[src/rtl/reg_file_sb_pkg.sv]
// rtl/reg_file_sb_pkg.sv - shared constants for the register file and its scoreboard
package reg_file_sb_pkg;

   localparam int REG_ADDR_W = 5;
   localparam int NREGS      = 32;
   localparam int DATA_W     = 32;

   localparam logic [REG_ADDR_W-1:0] ZERO_REG = '0;

   // True when the address names a real, writable register.
   function automatic logic addr_live(input logic [REG_ADDR_W-1:0] addr, input int nregs);
      return (addr != ZERO_REG) && (int'(addr) < nregs);
   endfunction

endpackage

[src/rtl/reg_scoreboard.sv]
// rtl/reg_scoreboard.sv - per-register pending bits and source busy compare
module reg_scoreboard #(
   parameter int NREGS = reg_file_sb_pkg::NREGS
) (
   input  logic                                  i_clk,
   input  logic                                  i_reset,
   input  logic                                  i_issue_valid,
   input  logic [reg_file_sb_pkg::REG_ADDR_W-1:0] i_issue_dst,
   input  logic                                  i_clr_valid,
   input  logic [reg_file_sb_pkg::REG_ADDR_W-1:0] i_clr_dst,
   input  logic [reg_file_sb_pkg::REG_ADDR_W-1:0] i_src1,
   input  logic [reg_file_sb_pkg::REG_ADDR_W-1:0] i_src2,
   output logic                                  o_busy1,
   output logic                                  o_busy2
);
   import reg_file_sb_pkg::*;

   logic [NREGS-1:0] r_pending;
   logic [NREGS-1:0] w_set;
   logic [NREGS-1:0] w_clr;

   always_comb begin
      w_set = '0;
      w_clr = '0;
      if (i_issue_valid && addr_live(i_issue_dst, NREGS)) begin
         w_set[i_issue_dst] = 1'b1;
      end
      if (i_clr_valid && addr_live(i_clr_dst, NREGS)) begin
         w_clr[i_clr_dst] = 1'b1;
      end
   end

   // Set is applied after clear so a new producer issued on the retiring edge keeps the bit.
   always_ff @(posedge i_clk) begin
      if (i_reset) begin
         r_pending <= '0;
      end else begin
         r_pending <= (r_pending & ~w_clr) | w_set;
      end
   end

   always_comb begin
      o_busy1 = 1'b0;
      o_busy2 = 1'b0;
      if (addr_live(i_src1, NREGS)) begin
         o_busy1 = r_pending[i_src1];
      end
      if (addr_live(i_src2, NREGS)) begin
         o_busy2 = r_pending[i_src2];
      end
   end

endmodule

[src/rtl/reg_file_sb.sv]
// rtl/reg_file_sb.sv - register file with hazard scoreboard; REG_FILE_BYPASS_EN adds write-to-read bypass
module reg_file_sb #(
   parameter int DATA_W = reg_file_sb_pkg::DATA_W,
   parameter int NREGS  = reg_file_sb_pkg::NREGS
) (
   input  logic                                  clk,
   input  logic                                  reset,
   input  logic [reg_file_sb_pkg::REG_ADDR_W-1:0] readReg1,
   input  logic [reg_file_sb_pkg::REG_ADDR_W-1:0] readReg2,
   output logic [DATA_W-1:0]                     readData1,
   output logic [DATA_W-1:0]                     readData2,
   input  logic [reg_file_sb_pkg::REG_ADDR_W-1:0] writeReg,
   input  logic [DATA_W-1:0]                     writeData,
   input  logic                                  regWrite,
   input  logic                                  issueValid,
   input  logic [reg_file_sb_pkg::REG_ADDR_W-1:0] issueDst,
   output logic                                  hazard,
   input  logic [reg_file_sb_pkg::REG_ADDR_W-1:0] dbgReg,
   output logic [DATA_W-1:0]                     dbgData
);
   import reg_file_sb_pkg::*;

   logic [DATA_W-1:0] r_regs [NREGS];
   logic              w_wr_live;
   logic              w_busy1;
   logic              w_busy2;
   logic              w_byp1;
   logic              w_byp2;
   logic              w_bypd;

   assign w_wr_live = regWrite && addr_live(writeReg, NREGS);

   // Entry 0 is cleared on reset and never written, but reads of it are gated to zero anyway.
   always_ff @(posedge clk) begin
      if (reset) begin
         for (int i = 0; i < NREGS; i++) begin
            r_regs[i] <= '0;
         end
      end else if (w_wr_live) begin
         r_regs[writeReg] <= writeData;
      end
   end

   function automatic logic [DATA_W-1:0] stored(input logic [REG_ADDR_W-1:0] addr);
      logic [DATA_W-1:0] v;
      v = '0;
      if (addr_live(addr, NREGS)) begin
         v = r_regs[addr];
      end
      return v;
   endfunction

`ifdef REG_FILE_BYPASS_EN
   assign w_byp1 = w_wr_live && (writeReg == readReg1);
   assign w_byp2 = w_wr_live && (writeReg == readReg2);
   assign w_bypd = w_wr_live && (writeReg == dbgReg);
`else
   assign w_byp1 = 1'b0;
   assign w_byp2 = 1'b0;
   assign w_bypd = 1'b0;
`endif

   always_comb begin
      readData1 = w_byp1 ? writeData : stored(readReg1);
      readData2 = w_byp2 ? writeData : stored(readReg2);
      dbgData   = w_bypd ? writeData : stored(dbgReg);
   end

   reg_scoreboard #(
      .NREGS(NREGS)
   ) u_scoreboard (
      .i_clk        (clk),
      .i_reset      (reset),
      .i_issue_valid(issueValid),
      .i_issue_dst  (issueDst),
      .i_clr_valid  (regWrite),
      .i_clr_dst    (writeReg),
      .i_src1       (readReg1),
      .i_src2       (readReg2),
      .o_busy1      (w_busy1),
      .o_busy2      (w_busy2)
   );

   // A bypassed source already has its value this cycle, so it cannot stall.
   assign hazard = (w_busy1 && !w_byp1) || (w_busy2 && !w_byp2);

endmodule
[config.mk]
export PLATFORM = sky130hd
export DESIGN_NAME = reg_file_sb
export DESIGN_NICKNAME = d
export VERILOG_FILES = /design/src/rtl/reg_file_sb_pkg.sv /design/src/rtl/reg_scoreboard.sv /design/src/rtl/reg_file_sb.sv
export SDC_FILE = /design/constraint.sdc
export NUM_CORES = 2
export LEC_CHECK = 0
export BUFFER_PORTS_ARGS = -buffer_cell sky130_fd_sc_hd__buf_2
export CAP_MARGIN = 10
export CORE_UTILIZATION = 50
export CTS_CLUSTER_SIZE = 40
export DETAILED_ROUTE_END_ITERATION = 10
export PLACE_DENSITY_LB_ADDON = 0.25
export SYNTH_ARGS = -nofsm -noshare
export SYNTH_HDL_FRONTEND = slang
export SYNTH_SLANG_ARGS = --single-unit
[constraint.sdc]
create_clock -name clk -period 2.6 [get_ports clk]
set_clock_uncertainty 0.15 [all_clocks]
set_input_delay 0.13 -clock clk [delete_from_list [all_inputs] [get_ports clk]]
set_output_delay 0.13 -clock clk [all_outputs]
set_load 0.03 [all_outputs]
# [Word-level counts from Yosys, hierarchy flattened]
# Memories as Yosys holds them, arrays and structs flattened.
# Cells that the tools add are included.
# Widths: inputs -> output; s select.
[classes] order_cmp=6 mux=23 n_bitwise=3 n_reduce_logical=11
[op_table] operator="$mux 32" n=6
[op_table] operator="$and 32x32->32" n=1
[op_table] operator="$not 32->32" n=1
[op_table] operator="$or 32x32->32" n=1
[op_table] operator="$reduce_or 32->1" n=1
[op_table] operator="$reduce_bool 5->1" n=5
[op_table] operator="$lt 5x6->1 const B" n=4
[op_table] operator="$mux 1" n=12
[op_table] operator="$bmux 1 s5" n=2
[op_table] operator="$demux 1 s5" n=2
[op_table] operator="$ge 5x1->1 const B" n=2
[op_table] operator="$mux 5" n=1
[op_table] operator="$logic_and 1x1->1" n=4
[op_table] operator="$logic_or 1x1->1" n=1
[word_totals] register_bits=32 ramBits=1024 output_inout_bits=97 n_memories=1
[mem_list] memory="r_regs" words=32 word_bits=32 read_ports=3 rd_ports_with_merged_regs=0 wr=32 line="reg_file_sb.sv:23" text="logic [DATA_W-1:0] r_regs [NREGS];"

# [Depth between registers and ports, before layout]
[logic_depth] word_depth=8 depth_mapped=8 depth_no_buf=5

# [Cells and area by module]
# A second synthesis with hierarchy kept.
[hier_totals] cells_unflattened=4401 area_unflattened_um2=64322.9
[modules_own_cells] mod="reg_file_sb" n_inst=1 cells_per_inst=4193 area_per_inst_um2=62488.7
[modules_own_cells] mod="reg_scoreboard" n_inst=1 cells_per_inst=208 area_per_inst_um2=1834.3

# [Worst setup path after synthesis]
# OpenSTA, ideal clock, no wires.
[synth_timing] path_kind="input -> register" start="input port writeReg[2] (netlist name)" end="memory r_regs[20][0] (enable)" setup_time_ns=0.389 t_arrival_ns=1.711 path_slack_ns=0.350 stages=3 path_cell_list="nor3_1 nor4b_1 a21o_1"
[synth_lines] element="start, declared" line="reg_file_sb.sv:12" text="input logic [reg_file_sb_pkg::REG_ADDR_W-1:0] writeReg,"
[synth_lines] element="end, declared" line="reg_file_sb.sv:23"

==> impl_results.md <==
- Clk pwr share: a little under two fifths
- Ys Warns: 0
- Hold Path Origin: writeReg[2]
- DR pass1 iterations: 6
- Detailed Route WL: 233,200 um
- Clock net sink count: between 1,000 and 1,500
- DRT iter0 DRCs: 7,140
- Sink of the worst hold path: r_regs[17][26]
- Synth Instances: between 3,000 and 4,000
- Mean Syn Cell Area: between 15 and 20 sq um
- Critical-path cell list: mux4_2 -> mux4_2 -> nand2_2 -> o21ai_4 -> buf_6
- FF-to-FF End: u_scoreboard.r_pending[1]
- Setup violators final: 97
- I/O Pins: around 160
- Maximum VDD drop: 0.6272 mV
- Buffers added on ports: 157
- Unrepaired setup endpoints after global routing: true
- Most frequent CP cell: mux4_2
- TritonCTS Buffers: 115
- Global-route wire length before repair: 327,000 um
- Internal power: 34.29 mW
- Final Max Slew Viols: 0
- Setup CP Type: register to output port
- Least-Margin Pin Slew: 1.099 ns
- Clock-pin slew on the worst setup and hold paths: 0.06 ns
- Worst flop-to-flop path startpoint: u_scoreboard.r_pending[1]
- Vias per cell: 7.172
- Cell row count: between 100 and 150
- Antenna violations before repair: 10
- Power per cell area: between 600 and 700 nW/um^2
- Max-Cap Viols: 0
- Ys async rst share: 0%
- Setup WS pre-CTS: -0.09714 ns
- DR vias: 42,960
- Util after Layout: 59.89%
- Top FF cell, synth: edfxtp_1
- Worst path bufs/invs: 1
- H-tree Lvls: 3
- DRC viols: 0
- Seq pwr share: approximately 43%
- Antenna viol nets, final: 0
- Mapped Area: 64,040 sq um
- DR WL/cell: 38.94 um
- Leak: 26.29 nW
- Post-synth EDFFs: roughly 1,000
- Power, Total: roughly 47 mW
- Flops & latches, synth: between 1,000 and 1,500
- Status: finished with violations
- Area Growth Syn to Fin: 18.20%
- Root buf cell: clkbuf_16
- Cells on worst reg2reg path: 2
- CTS Buffer Depth: 3
- Die W: around 360 um
- Part of the power in combinational logic: 18.9%
- Clk_lat worst skew: approximately 0.73 ns
- CTS tree: yes
- Failing checks: setup timing
- Worst path max stage delay: about 0.52 ns
- Die span in y: 359.9 um
- DIE AREA: approximately 130,000 sq um
- Peak fanout along the critical path: 3
- R2R Setup Slk: around 1.2 ns
- Pin count of the biggest net entering global routing: 76
- CP Launch Type: register
- Fillers: around 9,300
- Sw Share: between 20% and 30%
- Sequential share of the synthesized area: around 50%
- Detail Placement HPWL: about 150,000 um
- Vias in the first global route: approximately 43,000
- Met1 global-route usage: a little under half
- Min Clock Period, post-route: approximately 3.0 ns
- Class of the worst hold path: input port to register
- Slowest CP cell: mux4_2
- Initial Util: just over 50%
- GR Overflow Total: 0
- Hold path cells: 4
- Cell variety after synth: 43
- Nets: approximately 4,300
- Core Area: roughly 130,000 sq um
- GRT Util Overall: a little over a third
- Largest delay contributor family on the critical path: multiplexers
- Critical Path AT: 2.69 ns
- M3 GR Usage: 10.81%
- Psw: between 10 and 15 mW
- GPL Wtd Cong: 0.9217
- Gr busiest metal: met2
- Setup ws final: -0.3659 ns
- CP required: between 2 and 2.5 ns
- Final Hold Fails: 0
- Tcrit/Tclk final: 114.1%
- Met2 Resource Use GR: 55.29%
- Fmax: between 300 and 400 MHz
- Max-slew headroom: about a quarter
- Share of cells above drive strength 1: 45.02%
- CP Capture Type: output port
- Total negative slack: -21.68 ns
==> cell usage in the layout, fill, tap and decap left out, types with 16 or more instances in the layout <==
cell type	Yosys	layout
clkinv_1	0	21
buf_6	26	94
dfxtp_1	32	22
buf_12	0	114
dlygate4sd3_1	0	44
buf_2	50	47
clkinv_2	0	22
o21ai_2	0	32
nand2_4	0	31
inv_2	0	27
edfxtp_1	1024	1024
inv_1	132	105
nor2_4	0	31
nand2_1	116	34
nand2_2	0	51
a21o_2	0	28
and2_1	993	993
buf_4	38	256
o21ai_4	0	59
clkbuf_16	0	116
conb_1	1	32
clkbuf_1	289	17
bufinv_16	0	24
mux4_2	975	975
o22ai_1	16	16
==> sequential cells by signal, summed over array words and instances (netlist names) <==
signal,flops
u_scoreboard.r_pending,32
r_regs,1024
==> tightest hold or removal path, stage by stage <==
cell and delay, ns:
buf_2 0.17, nor3b_1 0.12, a21o_2 0.23, buf_12 0.18
==> metrics by stage <==
| stage | instances | hold slack (ns) | cell area (sq um) |
|---|---|---|---|
| after global routing | 5986 | 0.1191 | 75690 |
| after detailed placement | 5727 | 0.3279 | 69460 |
| after global placement | 5727 | 0.3178 | 69460 |
| after CTS | 5987 | 0.08844 | 75380 |
| after floorplan | 4002 | 0.1103 | 64160 |
| final | 5989 | 0.1282 | 75690 |
==> worst max-delay path by stage <==
stage	start	endpoint	slack [ns]	depth (start not counted)
floorplan	writeReg[2]	r_regs[20][0]	0.35	3
global placement	readReg1[0]	readData1[4]	-0.1	8
detailed placement	readReg1[0]	readData1[4]	-0.1	8
CTS	r_regs[7][3]	readData1[3]	-0.36	6
global route	r_regs[30][21]	dbgData[21]	-0.38	5
finish	r_regs[30][21]	dbgData[21]	-0.37	5
==> logic make-up after synthesis <==
family | Yosys count | synth area share [%]
AO/OA/AOI/OAI | 168 | 1.510
buffers and inverters | 575 | 3.996
flip-flops | 1056 | 49.02
multiplexers | 985 | 34.45
other | 1 | 0.005856
AND/OR/NAND/NOR | 1186 | 11.02
==> cell type report <==
cell class	count	area, sq um	area share, %
multi-input combinational	2371	31670	41.84
sequential	1056	31400	41.49
timing repair buffer	562	6043	7.984
clock buffer	133	2967	3.919
tap	1650	2064	2.727
clock inverter	82	1041	1.375
inverter	132	495.5	0.6546
antenna	3	7.507	0.009918
==> what timing repair did <==
item                                   4_1_cts  5_1_grt
hold buffers                                44        0
endpoints found under the hold margin     1056        0
resized for setup                          419       75
pin swaps                                   24       10
cloned                                       0        0
setup endpoints to repair                   97       97
buffers inserted                             1        0
==> power by group through the flow <==
| stage | combinational [mW] | sequential [mW] | clock, mW |
|---|---|---|---|
| floorplan | 4.97 | 20.4 | 0 |
| global placement | 7.80 | 20.5 | 0 |
| detailed placement | 7.83 | 20.6 | 0 |
| CTS | 8.58 | 20.3 | 17.8 |
| global route | 9.04 | 20.4 | 18.4 |
| finish | 8.84 | 20.3 | 17.7 |
==> Yosys cell counts (3+ instances only) <==
library cell	number	area, sq um
edfxtp_1	1024	30750
and2_1	993	6212
mux4_2	975	21960
clkbuf_1	289	1085
inv_1	132	495.5
nand2_1	116	435.4
o21ai_1	96	480.5
buf_2	50	250.2
buf_1	40	150.1
buf_4	38	285.3
nor2_1	38	142.6
dfxtp_1	32	640.6
a21o_1	28	210.2
buf_6	26	292.8
o22ai_1	16	100.1
o21ai_0	13	65.06
mux2i_1	7	70.07
nor3_1	6	30.03
or3_1	5	31.28
a21oi_1	4	20.02
nand4b_1	4	35.03
nor3b_1	4	30.03
and3b_1	3	26.28
mux2_2	3	33.78
nand2b_1	3	18.77
o41ai_1	3	26.28
==> per-layer routing <==
metal  wire (um)  part of all wire (%)
met5          33                 0.014
met2      106600                    46
met3       32170                    14
met4       13830                   5.9
met1       80590                    35
Note: power is estimated with default switching activity, not from simulation.
